## config.mk

```make
export PLATFORM = sky130hd
export DESIGN_NAME = fifo_uart_tx
export DESIGN_NICKNAME = d
export VERILOG_FILES = /design/src/rtl/fifo_uart_tx.sv
export SDC_FILE = /design/constraint.sdc
export NUM_CORES = 1
export LEC_CHECK = 0
export BUFFER_PORTS_ARGS = -buffer_cell sky130_fd_sc_hd__buf_2
export CAP_MARGIN = 20
export CORE_MARGIN = 3
export CORE_UTILIZATION = 57
export CTS_BUF_LIST = sky130_fd_sc_hd__clkbuf_8
export CTS_CLUSTER_DIAMETER = 150
export DETAILED_ROUTE_END_ITERATION = 10
export GPL_ROUTABILITY_DRIVEN = 0
export GPL_TIMING_DRIVEN = 0
export MAX_ROUTING_LAYER = met4
export PLACE_DENSITY = 0.86
export SYNTH_ARGS = -nofsm -noshare
export SYNTH_HDL_FRONTEND = slang
export SYNTH_SLANG_ARGS = --single-unit
```

## constraint.sdc

```tcl
create_clock -name clk -period 4 [get_ports clk]
set_input_delay 0 -clock clk [delete_from_list [all_inputs] [get_ports clk]]
set_output_delay 0 -clock clk [all_outputs]
set_load 0.02 [all_outputs]
```

## src/rtl/fifo_uart_tx.sv

```systemverilog
// FIFO-draining UART transmitter: pops one byte per frame and
// serializes it as 8N1 on txd, LSB first, CLK_DIV clocks per bit.
module fifo_uart_tx #(
    parameter int CLK_DIV = 16
) (
    input  logic       clk,
    input  logic       rst_n,
    input  logic       start,
    input  logic       empty,
    input  logic [7:0] rdata,
    output logic       ren,
    output logic       txd,
    output logic       busy,
    output logic       ok
);

    localparam int DW = $clog2(CLK_DIV);
    localparam logic [DW-1:0] DIV_LAST = DW'(CLK_DIV - 1);

    typedef enum logic [2:0] {
        IDLE  = 3'd0,
        FETCH = 3'd1,
        LOAD  = 3'd2,
        START = 3'd3,
        DATA  = 3'd4,
        STOP  = 3'd5
    } state_e;

    state_e        state_q, state_d;
    logic [DW-1:0] div_q, div_d;
    logic [2:0]    bit_q, bit_d;
    logic [7:0]    shift_q, shift_d;
    logic          txd_q, txd_d;
    logic          ok_q, ok_d;
    logic          wrap;
    logic [DW-1:0] div_inc;

    assign wrap    = (div_q == DIV_LAST);
    assign div_inc = wrap ? '0 : div_q + 1'b1;

    always_comb begin
        state_d = state_q;
        div_d   = div_q;
        bit_d   = bit_q;
        shift_d = shift_q;
        txd_d   = txd_q;
        ok_d    = 1'b0;
        unique case (state_q)
            IDLE: begin
                if (start && !empty) begin
                    state_d = FETCH;
                end
            end
            FETCH: begin
                state_d = LOAD;
            end
            LOAD: begin
                shift_d = rdata;
                bit_d   = '0;
                div_d   = '0;
                txd_d   = 1'b0;
                state_d = START;
            end
            START: begin
                div_d = div_inc;
                if (wrap) begin
                    txd_d   = shift_q[0];
                    state_d = DATA;
                end
            end
            DATA: begin
                div_d = div_inc;
                if (wrap) begin
                    if (bit_q == 3'd7) begin
                        txd_d   = 1'b1;
                        state_d = STOP;
                    end else begin
                        // txd is registered, so present the next bit now
                        bit_d   = bit_q + 3'd1;
                        shift_d = shift_q >> 1;
                        txd_d   = shift_q[1];
                    end
                end
            end
            STOP: begin
                div_d = div_inc;
                if (wrap) begin
                    ok_d    = 1'b1;
                    state_d = IDLE;
                end
            end
            default: begin
                state_d = IDLE;
            end
        endcase
    end

    always_ff @(posedge clk or negedge rst_n) begin
        if (!rst_n) begin
            state_q <= IDLE;
            div_q   <= '0;
            bit_q   <= '0;
            shift_q <= '0;
            txd_q   <= 1'b1;
            ok_q    <= 1'b0;
        end else begin
            state_q <= state_d;
            div_q   <= div_d;
            bit_q   <= bit_d;
            shift_q <= shift_d;
            txd_q   <= txd_d;
            ok_q    <= ok_d;
        end
    end

    assign ren  = (state_q == FETCH);
    assign busy = (state_q != IDLE);
    assign txd  = txd_q;
    assign ok   = ok_q;

endmodule

```

==> results of run 1 <==
==> stage by stage <==
| stage | area, sq um | hold slack [ns] |
|---|---|---|
| after floorplan | 1090 | -0.296 |
| after global placement | 1200 | -0.0407 |
| after detailed placement | 1200 | -0.0358 |
| after CTS | 1260 | 0.0746 |
| after global routing | 1260 | 0.0876 |
| final | 1260 | 0.0740 |
==> worst max-delay path: stages, from the launching register on <==
cell,delay [ns]
dfrtp_1,0.39
ha_1,0.21
ha_1,0.22
or3b_1,0.38
a21oi_2,0.20
a21boi_4,0.32
a2bb2oi_1,0.19
==> routing by layer <==
layer / GRT usage (%) / up-vias
li1: - / 458
met1: 32.7 / 439
met2: 32.6 / 33
met3: 2.72 / 2
met4: 5.07 / 0
met5: - / -
==> registers in the layout (all words and copies together) (netlist names) <==
| signal | cells |
|---|---|
| ok | 1 |
| state_q | 3 |
| shift_q | 8 |
| txd | 1 |
| div_q | 4 |
| bit_q | 3 |
==> worst paths after layout <==
path                       startpoint         end  slack [ns]  depth (start not counted)
setup / recovery             bit_q[0]  shift_q[1]        2.02                          6
hold / removal               rdata[5]  shift_q[5]        0.07                          3
setup reg to reg             bit_q[0]  shift_q[1]        2.02                          6
hold reg to reg            shift_q[7]  shift_q[7]        0.50                          1
max in group asynchronous       rst_n         txd        3.44                          2
min in group asynchronous       rst_n    div_q[2]        0.23                          2
==> area by class of cell <==
class | count | area (sq um) | share of cell area (%)
Sequential cell | 20 | 502 | 39.7
Timing Repair Buffer | 16 | 85.1 | 6.73
Buffer | 7 | 31.3 | 2.48
Inverter | 3 | 11.3 | 0.891
Tap cell | 25 | 31.3 | 2.48
Multi-Input combinational cell | 81 | 548 | 43.4
Clock buffer | 4 | 55.1 | 4.36
==> cell usage in the layout (no fill, tap or decap), types with 2 or more instances in the layout <==
cell type / n
a211oi_1: 4
a21oi_1: 9
a2bb2oi_1: 7
a31oi_1: 2
a32o_1: 2
buf_2: 19
clkbuf_1: 2
clkbuf_8: 4
dfrtp_1: 19
ha_1: 3
inv_1: 3
nand2_1: 5
nand2b_1: 3
nand3_1: 6
nor2_1: 6
nor3_1: 2
nor3b_1: 3
o21ai_0: 8
o22ai_1: 7
or3b_1: 2
==> cell families (layout without fill, tap and decap cells) <==
family          count (synthesis)  count (layout)
compound gates                 44              44
simple gates                   32              32
flops                          20              20
buf+inv                        10              30
fa+ha+maj                       3               3
mux                             2               2
==> power by group <==
part | total (uW) | switching [uW] | internal (uW)
logic | 17.6 | 8.24 | 9.32
clock network | 153 | 66.0 | 87.5
registers | 209 | 2.43 | 206
total | 380 | 76.7 | 303
==> results.toml, run 1 <==
[run_status]
status = "completed"

[die]
die_w_um = 49.8
coreArea_sq_um = 1760
initial_utilization_pct = 61.9
rows = 15
io_pins = 16
die_area_sq_um = 2480
die_h_um = 49.8

[clock_tree]
cts_tree = "yes"
ctsRootBufferMaster = "clkbuf_8"
cts.clk_slew.worst_paths_ns = 0.07
clock-sinks = 20
insertion_delay_ns = 0.25
holdBufCountCts = 1
cts_resized = 0
clockBufferDepth = 2
cts_made_buffers = 3
postCtsSetupRepairBufs = 0
htreeDepth = 1

[final_layout]
final_core_utilization_pct = 71.6
fillCellCount = 158
drive_gt1_share_pct = 21.4
area_delta_synth_final_pct = 15.7
nets = 147
diodes = 0
final_cells = 156

[yosys]
ys_types = 33
synth_fa_ha_area_share_pct = 3.44
synth-seq-cells = 20
synth.area.mux_share_pct = 1.95
syn_area_sq_um = 1090
synth-simple-area-share_pct = 16.8
yosys_warnings = 0
ys_seq_area_share_pct = 45.9
synth_top_cells_by_count = "19 x dfrtp_1, 9 x a21oi_1, 8 x o21ai_0, 7 x a2bb2oi_1, 7 x o22ai_1"
synth_top_area_share_pct = 43.5
syn-num-nets = 126
synthFlopType = "dfrtp_1"
synthXorXnorAreaFrac_pct = 0
synth-edff-count = 0
synthArstFlopShare_pct = 100
synth_cells = 111
synth_top_family_by_area = "compound AO/OA/AOI/OAI gates"
synthTopCellsByArea = "dfrtp_1 44%, a2bb2oi_1 5.6%, a21oi_1 4.1%"
synth_compound_area_share_pct = 27.9
synth_top_area_cell = "dfrtp_1"
synth.most_common_cell = "dfrtp_1"
synth_area_per_cell_sq_um = 9.84

[routing]
dr_wl_met3_um = 128
post_drt_via_cell_ratio = 5.97
drt_iter0_markers = 37
ant_nets = 0
drc_errors = 0
wl_per_cell_um = 15.2
highest_layer = "met4"
dr_wl_met2_mm = 1.12
drt_wl_total_mm = 2.37
wl_met1_mm = 1.10
vias = 932
firstDrtPassIters = 4

[global_routing]
antenna_found_initial = 0
grt_pass1_wl_mm = 4.17
grt_util_all_layers_pct = 22.2
overflow = 0
grt_pass1_vias = 877
grt_max_degree = 21

[setup_path]
crit_arrival_ns = 2.15
critPathMaxFanout = 8
cp-start-kind = "flip-flop"
critPathRequiredTime_ns = 4.17
crit_type = "reg2reg"
setup.worst_path.end_class = "flip-flop"

[placement]
dp.cells = 151
io_buffers = 15
dp_slack_ns = 2.05
place_hpwl_mm = 1.67

[sta]
tns_ns = 0
rsz0062_at_grt = "false"
min_period_over_period_pct = 49.4
clock_skew_ns = 0.00570
drv_slew = 0
setup_viol = 0
relSlewSlack_pct = 68.7
hold_violations = 0
tightest_slew_ns = 0.469
post-route-min-period_ns = 1.98
max_freq_ghz = 0.506
layout_setup_ws_ns = 2.02

[run]
drv_cap = 0

[pwr]
power_uw = 380
ir_worst_vdd_v = 0.000385
p_per_area_nw_per_um2 = 301
p_leak_uw = 0.000620

[min_path]
hold_class = "in2reg"
(Power assumes the default switching activity.)
==> run 2: changes to the inputs <==
--- a/config.mk
+++ b/config.mk
@@ -5,6 +5,7 @@
 export SDC_FILE = /design/constraint.sdc
 export NUM_CORES = 1
 export LEC_CHECK = 0
+export ABC_AREA = 1
 export BUFFER_PORTS_ARGS = -buffer_cell sky130_fd_sc_hd__buf_2
 export CAP_MARGIN = 20
 export CORE_MARGIN = 3
@@ -15,7 +16,7 @@
 export GPL_ROUTABILITY_DRIVEN = 0
 export GPL_TIMING_DRIVEN = 0
 export MAX_ROUTING_LAYER = met4
-export PLACE_DENSITY = 0.86
+export PLACE_DENSITY = 0.85
 export SYNTH_ARGS = -nofsm -noshare
 export SYNTH_HDL_FRONTEND = slang
 export SYNTH_SLANG_ARGS = --single-unit
==> constraint.sdc (replaced) <==
create_clock -name clk -period 2 [get_ports clk]
set_input_delay 0 -clock clk [delete_from_list [all_inputs] [get_ports clk]]
set_output_delay 0 -clock clk [all_outputs]
set_load 0.02 [all_outputs]
==> results.toml, run 2 <==
[run_status]
status = "completed"

[yosys]
syn_area_sq_um = 1140
synth-simple-area-share_pct = 31.7
synthTopCellsByArea = "dfrtp_1 42%, nand2_1 15%, o21ai_2 5.4%"
synthFlopType = "dfrtp_1"
synth_top_area_share_pct = 41.7
synth_compound_area_share_pct = 11.6
syn-num-nets = 153
synth_cells = 138
ys_seq_area_share_pct = 44.0
synth_fa_ha_area_share_pct = 3.29
synth-seq-cells = 20
synthXorXnorAreaFrac_pct = 0.768
synth_top_family_by_area = "simple AND/OR/NAND/NOR gates"
synth-edff-count = 0
synth_top_area_cell = "dfrtp_1"
yosys_warnings = 0
synth.most_common_cell = "nand2_1"
synth_area_per_cell_sq_um = 8.27
ys_types = 25
synth.area.mux_share_pct = 0
synth_top_cells_by_count = "45 x nand2_1, 19 x dfrtp_1, 14 x inv_1, 11 x o21ai_0, 8 x nand3_1"
synthArstFlopShare_pct = 100

[pwr]
p_per_area_nw_per_um2 = 617
switching_power_uw = 144
p_sw_share_pct = 17.5
p_clk_share_pct = 48.5
p_leak_uw = 0.000684
ir_worst_vdd_v = 0.000515
power_uw = 826
combPwrFrac_pct = 2.6
seq_power_share_pct = 48.9
p_int_uw = 682

[min_path]
whs_path_depth = 5
hold_class = "in2reg"

[sta]
max_freq_ghz = 0.633
setup_viol = 0
drv_slew = 0
relSlewSlack_pct = 70.7
min_period_over_period_pct = 79.0
holdWs_ns = 0.0552
tns_ns = 0
hold_violations = 0
tightest_slew_ns = 0.439
clock_skew_ns = 0.00769
rsz0062_at_grt = "false"
post-route-min-period_ns = 1.58

[clock_tree]
cts_made_buffers = 3
cts.clk_slew.worst_paths_ns = 0.08
postCtsSetupRepairBufs = 0
clockBufferDepth = 2
clock-sinks = 20
cts_tree = "yes"
insertion_delay_ns = 0.26
ctsRootBufferMaster = "clkbuf_8"
htreeDepth = 1

[routing]
wl_per_cell_um = 11.2
drt_iter0_markers = 4
firstDrtPassIters = 4
post_drt_via_cell_ratio = 5.14
drc_errors = 0
ant_nets = 0
drt_wl_total_mm = 2.07
vias = 945

[die]
rows = 15
coreArea_sq_um = 1800
die_w_um = 50.7
io_pins = 16
die_area_sq_um = 2570
initial_utilization_pct = 63.3
die_h_um = 50.7

[setup_path]
crit_arrival_ns = 1.77
critPathRequiredTime_ns = 2.19
setup.worst_path.end_class = "flip-flop"
crit_start = "bit_q[0]"
r2r_cells = 10
crit_end = "shift_q[4]"
worst-r2r-setup-slack_ns = 0.42
reg2reg_to = "shift_q[4]"
crit_type = "reg2reg"
critPathMaxFanout = 10
cp-start-kind = "flip-flop"
timing.rr.start = "bit_q[0]"

[final_layout]
largest_reg_flops = 8
drive_gt1_share_pct = 28.3
top_regs = "shift_q (8), div_q (4)"
layout_common_cells = "45 x nand2_1, 19 x dfrtp_1, 16 x buf_2"
final_common_cell = "nand2_1"
area_delta_synth_final_pct = 17.3
diodes = 0
fillCellCount = 159
regMostFlops = "shift_q"
nets = 175

[placement]
place_hpwl_mm = 1.53
io_buffers = 15

[global_routing]
grt_pass1_vias = 855
grt_pass1_wl_mm = 3.68
antenna_found_initial = 0
grt_util_all_layers_pct = 19.8
grt_max_degree = 21
overflow = 0

[run]
drv_cap = 0
## run 2: how the worst min path moves through the flow
stage / from / endpoint / slack [ns]
2_1_floorplan: rst_n / bit_q[0] / -0.30
3_3_place_gp: rst_n / ok / -0.03
3_5_place_dp: rst_n / state_q[0] / -0.03
4_1_cts: rdata[3] / shift_q[3] / 0.05
5_1_grt: rdata[3] / shift_q[3] / 0.06
6_report: rdata[3] / shift_q[3] / 0.06
## run 2: per-layer routing
layer	global-route usage, %	vias to the layer above	wire length (um)
li1	-	485	-
met1	23.1	431	954
met2	33.0	23	980
met3	5.34	6	102
met4	6.73	0	30
met5	-	-	0
## run 2: cells by family after synthesis
group | Yosys count
xor gates and xnor gates | 1
and+or+nand+nor | 74
AOI/OAI and AO/OA | 21
DFF | 20
buffers and inverters | 19
adders and majority gates | 3
## run 2: power by group through the flow
| stage | combinational, uW | clock [uW] | sequential (uW) |
|---|---|---|---|
| floorplan | 0.792 | 0 | 412 |
| global placement | 18.5 | 0 | 412 |
| detailed placement | 19.1 | 0 | 412 |
| CTS | 22.2 | 415 | 404 |
| global route | 24.1 | 431 | 404 |
| finish | 21.2 | 401 | 404 |
## run 2: layout make-up
type	instances	area, sq um	area share, %
clock inverters	1	30.0	2.24
repair buffers	17	95.1	7.10
inverters	17	73.8	5.51
well taps	25	31.3	2.34
multi-input cells	99	541	40.4
clock buffers	3	41.3	3.08
flip-flops and latches	20	502	37.5
plain buffers	2	25.0	1.87
## run 2: per-stage QoR
stage	std cells	setup WS (ns)	util [%]	instance area (sq um)
final	184	0.421	74.3	1340
after CTS	184	0.422	74.3	1340
after detailed placement	178	0.443	69.2	1250
after global placement	178	0.468	69.2	1250
after global routing	184	0.308	74.3	1340
after floorplan	138	0.563	-	1140
## run 2: worst max-delay path, stage by stage (launching register included)
cell	delay [ns]
dfrtp_1	0.40
ha_1	0.21
ha_1	0.19
inv_1	0.05
nand3_1	0.11
nand2_2	0.14
nand2_8	0.08
inv_6	0.08
buf_12	0.13
nand2_2	0.05
o21ai_2	0.05
## run 2: what timing repair did
action | CTS | global route
hold endpoints to repair | 20 | 0
hold buffers | 2 | 0
gates resized for setup | 0 | 0
setup endpoints to repair | 0 | 0
==> run 3: changes to the inputs <==
==> constraint.sdc (replaced) <==
create_clock -name clk -period 1.51 [get_ports clk]
set_input_delay 0 -clock clk [delete_from_list [all_inputs] [get_ports clk]]
set_output_delay 0 -clock clk [all_outputs]
set_load 0.02 [all_outputs]
==> results.toml, run 3 (synthesized netlist as in run 2, its figures left out) <==
[run_status]
status = "completed"

[placement]
io_buffers = 15
placed_cell_area_sq_um = 1250
place_hpwl_mm = 1.53

[final_layout]
final_common_cell = "nand2_1"
diodes = 0
top_regs = "shift_q (8), div_q (4)"
area_delta_synth_final_pct = 29.2
drive_gt1_share_pct = 35.7
regMostFlops = "shift_q"
fin_area_sq_um = 1470
largest_reg_flops = 8
layout_common_cells = "45 x nand2_1, 18 x dfrtp_1, 16 x buf_2"
nets = 184

[global_routing]
grt_pass1_wl_mm = 4.24
grt_util_all_layers_pct = 22.9
overflow = 0
grt_max_degree = 21
grt_pass1_vias = 975
antenna_found_initial = 0

[routing]
vias = 1026
firstDrtPassIters = 4
ant_nets = 0
drt_wl_total_mm = 2.53
post_drt_via_cell_ratio = 5.32
drc_errors = 0
wl_per_cell_um = 13.1
drt_iter0_markers = 28

[setup_path]
crit_start = "bit_q[0]"
critPathMaxFanout = 6
reg2reg_to = "bit_q[2]"
critPathBufInv = 2
crit_type = "reg2reg"
cp_slowest_cell = "dfrtp_1"
worst-r2r-setup-slack_ns = 0.07
setup.worst_path.end_class = "flip-flop"
r2r_cells = 9
cp-start-kind = "flip-flop"
crit_arrival_ns = 1.59
cpPeakStageDelay_ns = 0.39
critPathRequiredTime_ns = 1.65
critPathTopFamily = "flip-flops"
timing.rr.start = "bit_q[0]"
path_cells = "ha_2 -> ha_4 -> inv_4 -> nand3_4 -> nand2_4 -> nand2_8 -> buf_6 -> nand2_1 -> o21ai_0"

[pwr]
ir_worst_vdd_v = 0.000685
p_per_area_nw_per_um2 = 749
seq_power_share_pct = 48.5
p_int_uw = 903
switching_power_uw = 200
combPwrFrac_pct = 2.6
p_leak_uw = 0.000749
p_sw_share_pct = 18.2
p_clk_share_pct = 48.9

[sta]
min_period_over_period_pct = 95.6
drv_slew = 0
hold_violations = 0
clock_skew_ns = 0.00602
relSlewSlack_pct = 68.8
setup_viol = 0
tightest_slew_ns = 0.468
post-route-min-period_ns = 1.44
max_freq_ghz = 0.692
holdWs_ns = 0.0495

[die]
initial_utilization_pct = 63.3
die_h_um = 50.7
die_area_sq_um = 2570
coreArea_sq_um = 1800
rows = 15
die_w_um = 50.7
io_pins = 16

[clock_tree]
clock-sinks = 20
clockBufferDepth = 2
htreeDepth = 1
cts_tree = "yes"
insertion_delay_ns = 0.26
cts_made_buffers = 3
cts.clk_slew.worst_paths_ns = 0.08
ctsRootBufferMaster = "clkbuf_8"

[min_path]
hold_end = "shift_q[3]"
whs_path_depth = 5
hold_class = "in2reg"
min_from = "rdata[3]"

[run]
drv_cap = 0
## run 3: layout make-up
type,instances,area (sq um)
Clock inverter,1,30.0
Fill cell,126,328
Sequential cell,20,503
Multi-Input combinational cell,99,578
Buffer,2,25.0
Timing Repair Buffer,26,186
Tap cell,25,31.3
Clock buffer,3,41.3
Inverter,17,78.8
## run 3: timing repair
item                                    in CTS  in global routing
buffers inserted                             5                  3
resized for setup                            9                  5
hold buffers                                 2                  0
endpoints found under the setup margin       9                 10
gates cloned                                 1                  0
endpoints found under the hold margin       20                  0
pin swaps                                    3                  3
## run 3: how the worst max path moves through the flow
stage	to	slack, ns	depth (start not counted)
after floorplan	shift_q[0]	0.07	9
after global placement	shift_q[4]	-0.02	10
after detailed placement	shift_q[4]	-0.05	10
after CTS	bit_q[1]	0.04	9
after global routing	shift_q[0]	-0.002	10
final	bit_q[2]	0.07	9
## run 3: power by group through the flow
stage	Combinational (uW)	Sequential (uW)	Clock (uW)
2_1_floorplan	1.05	546	0
3_3_place_gp	24.5	546	0
3_5_place_dp	25.3	546	0
4_1_cts	29.4	535	550
5_1_grt	32.0	535	579
6_report	28.8	535	540
## run 3: worst min-delay path: cells and delay by family
kind / cells / cell delay [ns]
buffers and inverters: 1 / 0.07
AO/OA/AOI/OAI: 2 / 0.11
AND/OR/NAND/NOR: 2 / 0.11
## run 3: through the flow
stage	TNS [ns]	power [uW]	worst slack, ns	instances	utilization (%)
CTS	0	1110	0.0357	190	79.7
finish	0	1100	0.0659	193	81.8
floorplan	0	547	0.0727	138	-
detailed placement	-0.242	571	-0.0468	178	69.2
global route	-0.00179	1150	-0.00179	193	81.8
global placement	-0.123	570	-0.0220	178	69.2
## run 3: routing by layer
| layer | track usage, % | vias to the layer above | wire length (um) |
|---|---|---|---|
| li1 | - | 502 | - |
| met1 | 24.7 | 472 | 1060 |
| met2 | 40.2 | 41 | 1250 |
| met3 | 5.34 | 11 | 136 |
| met4 | 9.87 | 0 | 80 |
| met5 | - | - | 0 |
